## src/rtl/ucsbece154_fetchq.sv

```systemverilog
// Dual-issue instruction fetch queue. Each cycle it fetches two sequential words
// into a circular buffer, and decode pops up to two entries from its head.
module ucsbece154_fetchq #(
    parameter logic [31:0] TEXT_START = 32'h00010000,
    parameter int unsigned QDEPTH     = 8
) (
    input  logic                     clk,
    input  logic                     reset,

    output logic [31:0]              imem_a1_o,
    output logic [31:0]              imem_a2_o,
    input  logic [31:0]              imem_rd1_i,
    input  logic [31:0]              imem_rd2_i,

    input  logic                     redirect_i,
    input  logic [31:0]              redirect_pc_i,
    input  logic [1:0]               deq_i,

    output logic                     valid1_o,
    output logic [31:0]              instr1_o,
    output logic [31:0]              pc1_o,
    output logic                     valid2_o,
    output logic [31:0]              instr2_o,
    output logic [31:0]              pc2_o,
    output logic [$clog2(QDEPTH):0]  count_o
);

    localparam int PTR_W = $clog2(QDEPTH);
    localparam int CNT_W = PTR_W + 1;

    typedef logic [PTR_W-1:0] ptr_t;
    typedef logic [CNT_W-1:0] cnt_t;

    typedef struct packed {
        logic [31:0] instr;
        logic [31:0] pc;
    } entry_t;

    localparam cnt_t DEPTH_C = cnt_t'(QDEPTH);
    localparam cnt_t TWO_C   = cnt_t'(2);

    entry_t      queue_q [QDEPTH];

    logic [31:0] pc_q,    pc_d;
    ptr_t        head_q,  head_d;
    ptr_t        tail_q,  tail_d;
    cnt_t        count_q, count_d;

    cnt_t        free_slots;
    cnt_t        deq_req;
    cnt_t        deq_eff;
    logic        enq;
    ptr_t        head_p1;
    ptr_t        tail_p1;

    // The two low bits of a redirect target are forced to zero.
    logic        unused_redirect_lsbs;
    assign unused_redirect_lsbs = ^redirect_pc_i[1:0];

    assign head_p1 = head_q + ptr_t'(1);
    assign tail_p1 = tail_q + ptr_t'(1);

    // Space is judged on the pre-edge count, so a same-cycle dequeue never
    // makes room for that cycle's pair.
    always_comb begin
        // NOTE: every signal driven here gets a default first so no path leaves
        // it unassigned, which would otherwise infer a latch.
        free_slots = DEPTH_C - count_q;
        enq        = !redirect_i && (free_slots >= TWO_C);
        deq_req    = (deq_i == 2'd3) ? TWO_C : cnt_t'(deq_i);
        deq_eff    = (deq_req > count_q) ? count_q : deq_req;

        pc_d       = pc_q;
        head_d     = head_q;
        tail_d     = tail_q;
        count_d    = count_q;

        if (redirect_i) begin
            pc_d    = {redirect_pc_i[31:2], 2'b00};
            head_d  = '0;
            tail_d  = '0;
            count_d = '0;
        end else begin
            head_d  = head_q + ptr_t'(deq_eff);
            count_d = count_q - deq_eff;
            if (enq) begin
                pc_d    = pc_q + 32'd8;
                tail_d  = tail_q + ptr_t'(2);
                count_d = count_q + TWO_C - deq_eff;
            end
        end
    end

    always_ff @(posedge clk) begin
        // NOTE: state registers use non-blocking assignments so every flop
        // samples pre-edge values regardless of statement order.
        if (reset) begin
            pc_q    <= TEXT_START;
            head_q  <= '0;
            tail_q  <= '0;
            count_q <= '0;
        end else begin
            pc_q    <= pc_d;
            head_q  <= head_d;
            tail_q  <= tail_d;
            count_q <= count_d;
        end
    end

    // NOTE: the entry storage is deliberately not reset; contents are only
    // observed through valid1_o/valid2_o, which the cleared count gates.
    always_ff @(posedge clk) begin
        if (enq) begin
            queue_q[tail_q]  <= '{instr: imem_rd1_i, pc: pc_q};
            queue_q[tail_p1] <= '{instr: imem_rd2_i, pc: pc_q + 32'd4};
        end
    end

    assign imem_a1_o = pc_q;
    assign imem_a2_o = pc_q + 32'd4;

    assign valid1_o  = (count_q >= cnt_t'(1));
    assign valid2_o  = (count_q >= TWO_C);
    assign instr1_o  = queue_q[head_q].instr;
    assign pc1_o     = queue_q[head_q].pc;
    assign instr2_o  = queue_q[head_p1].instr;
    assign pc2_o     = queue_q[head_p1].pc;
    assign count_o   = count_q;

endmodule

```

## config.mk

```make
export PLATFORM = sky130hd
export DESIGN_NAME = ucsbece154_fetchq
export DESIGN_NICKNAME = d
export VERILOG_FILES = /design/src/rtl/ucsbece154_fetchq.sv
export SDC_FILE = /design/constraint.sdc
export NUM_CORES = 1
export LEC_CHECK = 0
export CELL_PAD_IN_SITES_DETAIL_PLACEMENT = 0
export CELL_PAD_IN_SITES_GLOBAL_PLACEMENT = 1
export CORE_MARGIN = 5
export CORE_UTILIZATION = 25
export CTS_CLUSTER_DIAMETER = 50
export DETAILED_ROUTE_END_ITERATION = 6
export PLACE_DENSITY = 0.5
export SYNTH_ARGS = -nofsm -noshare
export SYNTH_HDL_FRONTEND = slang
export SYNTH_SLANG_ARGS = --single-unit
```

## constraint.sdc

```tcl
create_clock -name clk -period 16.3 [get_ports clk]
set_clock_uncertainty 0.05 [all_clocks]
set_input_delay 4.89 -clock clk [delete_from_list [all_inputs] [get_ports clk]]
set_output_delay 4.89 -clock clk [all_outputs]
set_load 0.02 [all_outputs]
```

# Yosys cells after proc, flatten, opt, wreduce, memory -nomap -nowiden
# Memory sizes are Yosys's and may differ from the RTL's. A register that Yosys moved wholly into a read port is not among the register bits.
# Cells that the tools add are included.
# totals
word_cells	33
regBits	42
ram_bits	512
mem_count	1
# memory_table
memory	depth	word_bits	rd	rd_ports_with_merged_regs	wr	line	rtl
queue_q	8	64	2	1	2	42	entry_t queue_q [QDEPTH];
# op_classes
eq_ne	1
reduce_logical	4
muxes	8
n_addsub	10
n_lt_le_gt_ge	4
# ops
cell	n
$mux 32	2
$add 32x3->32 const B	1
$add 32x4->32 const B	1
$ge 4x2->1 const B	2
$mux 4	2
$sub 4x4->4	2
$add 3x1->3 const B	2
$add 4x2->4 const B	1
$ge 4x1->1 const B	1
$gt 2x4->1	1
$sub 4x4->4 const A	1
$add 3x2->3 const B	1
$add 3x3->3	1
$mux 3	1
$eq 2x2->1 const B	1
$mux 1	2
$mux 2	1
$reduce_bool 2->1	1
$reduce_or 2->1	1
$logic_and 1x1->1	1
$logic_not 1->1	1

# Logic depth before layout (Yosys ltp)
# logic_depth
depth_word	6
depth_mapped	13
depth_no_buf	13

# Worst setup path after synthesis
# OpenSTA, ideal clock, no wires.
# synth_timing
path_kind	input-to-reg
from	input redirect_i
to	memory queue_q[0][10] (netlist bit) (enable)
stages	4
t_arrival_ns	8.457
path_slack_ns	7.295
n_path_buf	2
setup_time_ns	0.499
required_ns	15.751
path_cell_list	inv_1 clkbuf_1 clkbuf_1 and3_1
# synth_rtl
element	line	rtl
from (decl)	15	input logic redirect_i,
to (decl)	42	

# Worst setup path in the final report
# layout_timing
from	register head_q[0]
to	output pc2_o[9]
# layout_via
elab_chain_cells	2
# layout_lines
element	line	rtl
from (decl)	45	ptr_t head_q, head_d;
from (signal assigned)	99	head_q <= '0;
from (signal assigned)	104	head_q <= head_d;
$add 3x1->3	60	assign head_p1 = head_q + ptr_t'(1);
$mem_v2 8x64	n/a	
to (decl)	24	output logic [31:0] pc2_o,
# Every way passes these cells.

==> results.py <==
metrics = {
    "cells_and_area": {
        "final_cell_mix": "496 x edfxtp_1, 288 x clkdlybuf4s50_1, 248 x mux4_2",
        "nets": 1755,
        "nFillCells": 9795,
        "fin_area_um2": 32510,
        "area_growth_pct": 27.90,
        "final_common_cell": "edfxtp_1",
        "drive_gt1_frac": 0.3286,
    },
    "yosys": {
        "yosys_most_used_dff": "edfxtp_1",
        "synth_compound_area_frac": 0.02629,
        "muxShareOfSynthArea": 0.2759,
        "yosys-top-cells-area": "edfxtp_1 59%, mux4_2 22%, mux2_2 5.5%",
        "synth-xor-area-share": 0.01861,
        "ys_types": 55,
        "synth_top_family_by_area": "multiplexers",
        "synth-simple-area-share": 0.02821,
        "seq_area_frac_synth": 0.6167,
        "yosys.area_share.adder": 0.01221,
        "yosysTopAreaCell": "edfxtp_1",
        "yosys.area.top_type_share": 0.5860,
        "synth_seq_cells": 535,
        "synth_async_sr_flop_share": 0,
        "synth_cells": 1331,
        "synth_warnings": 0,
        "synth_edf_count": 496,
        "post_synth.cell_area_avg_um2": 19.10,
        "syn_area_um2": 25420,
    },
    "floorplanning": {
        "io_pins": 299,
        "die_w_um": 328.8,
        "die_h_um": 328.8,
        "rows": 117,
        "coreArea_um2": 101400,
        "die_area_um2": 108100,
        "start_util": 0.2505,
    },
    "critical_path": {
        "critical_path.startpoint": "head_q[0]",
        "path_class": "reg -> out",
        "start_kind": "flip-flop",
        "required_ns": 11.36,
        "end_kind": "output pin",
        "arrival_ns": 4.75,
        "r2r_start": "count_o[1]",
        "crit_fanout": 36,
        "r2r_cells": 9,
    },
    "placement": {
        "dp_hpwl_um": 48460,
        "placed_area_um2": 29860,
        "io_buffers": 288,
        "gp_congestion": 0.7166,
    },
    "timing": {
        "setup_violations": 0,
        "fin_tns_setup_ns": 0,
        "rsz0062_at_grt": "no",
        "fin_crit_sh": 0.5947,
        "tightest_slew_ns": 1.013,
        "finalCriticalPeriod_ns": 9.693,
        "maxSlewHeadroom": 0.3220,
        "max_freq_mhz": 103.2,
        "hold_violations": 0,
        "drv_slew": 0,
    },
    "cts": {
        "postCtsSetupBuffers": 0,
        "hold_buffers": 0,
        "cts_root_buf": "clkbuf_16",
        "insertion_delay_ns": 0.61,
        "htreeDepth": 3,
        "clock_sinks": 535,
        "cts_resized": 0,
        "tritoncts": "built",
        "path_clk_slew_ns": 0.05,
        "cts_buffer_depth": 3,
        "cts_made_buffers": 79,
    },
    "global_route": {
        "grt_pass1_wl_um": 108200,
        "antenna_found_initial": 3,
        "grt_use_total": 0.1358,
        "grt_start_max_net_pins": 55,
        "grt_pass1_vias": 15720,
        "grt_overflow_total": 0,
    },
    "power_and_ir_drop": {
        "power.density_nw_per_um2": 156.5,
        "finalPower_uw": 5087,
        "vdd_drop_max_v": 0.00006380,
        "p_leak_uw": 0.009981,
    },
    "drt": {
        "avgViaCountPerCell": 4.647,
        "final_antenna_net_count": 0,
        "first_iter_violations": 705,
        "drtPass1Iterations": 7,
        "wire_per_inst_um": 24.28,
        "num_vias": 14260,
        "drc_errors": 0,
        "totalWireLength_um": 74490,
    },
    "run_status": {
        "outcome": "complete, no violations",
    },
    "job": {
        "max_cap_viol_count": 0,
    },
    "hold_path": {
        "min_from": "tail_q[2]",
        "hold_path.class": "reg -> reg",
        "holdPathStages": 2,
    },
}
==> critical path, stage by stage (launching register included) <==
cell             delay (ns)
dfxtp_4                0.66
ha_4                   0.64
buf_4                  0.59
buf_4                  0.72
mux4_2                 0.59
mux2_2                 0.27
clkdlybuf4s50_1        0.61
==> report_power, final <==
group          leakage, uW  total [uW]  internal [uW]  switching, uW
clock network      0.00127        1690           1050            641
registers          0.00490        1820           1710            100
logic              0.00381        1580            768            817
total              0.00998        5090           3530           1560
==> cell type report <==
class	count	area, um2	share of cell area
diodes	2	5.005	0.0001540
clock buffers	101	2121	0.06524
clock inverters	47	521.8	0.01605
inverters	19	71.32	0.002194
multi-input cells	677	9274	0.2853
flip-flops and latches	535	15690	0.4826
well taps	1368	1712	0.05266
repair buffers	319	3115	0.09584
==> sequential cells by signal, summed over array words and instances (netlist names) <==
register	flops
head_q	3
tail_q	2
imem_a1_o	30
count_o	4
queue_q	496
==> synthesized netlist by cell type, drive strengths merged (19+ instances only) <==
cell	instances
clkbuf	45
xor2	19
buf	62
a211oi	24
inv	19
dfxtp	39
xnor2	35
nor2	36
mux4	248
mux2	124
ha	20
nand2	32
edfxtp	496
==> cell families (layout without fill, tap and decap cells) <==
family,after synthesis,in the layout
adder cells (fa/ha/maj),23,23
multiplexers,375,375
buffers and inverters,126,486
flip-flops,535,535
AO/OA/AOI/OAI,77,77
AND/OR/NAND/NOR,140,140
other,1,10
XOR/XNOR,54,54
==> final timing paths <==
path         slack [ns]             end
max reg2reg       11.81  queue_q[6][21]
min                0.44       tail_q[2]
max                6.61        pc2_o[9]
min reg2reg        0.44       tail_q[2]
==> layer usage <==
metal  wire length, um  up-vias  track usage
met2             37680      356       0.2333
met5                10        -            0
met1             31010     7597       0.1715
met4              1662        2      0.04193
met3              4127       96      0.03025
li1                  -     6205            -
==> metrics by stage <==
step	hold WS (ns)	util	setup WS, ns	cells
4_1_cts	0.4473	0.3204	6.303	3066
6_report	0.4447	0.3204	6.607	3068
2_1_floorplan	0.4147	-	7.295	1338
3_3_place_gp	0.4442	0.2943	6.947	2918
3_5_place_dp	0.4411	0.2943	6.989	2918
5_1_grt	0.4895	0.3204	6.187	3067
Power figures use the tool's default switching activity.
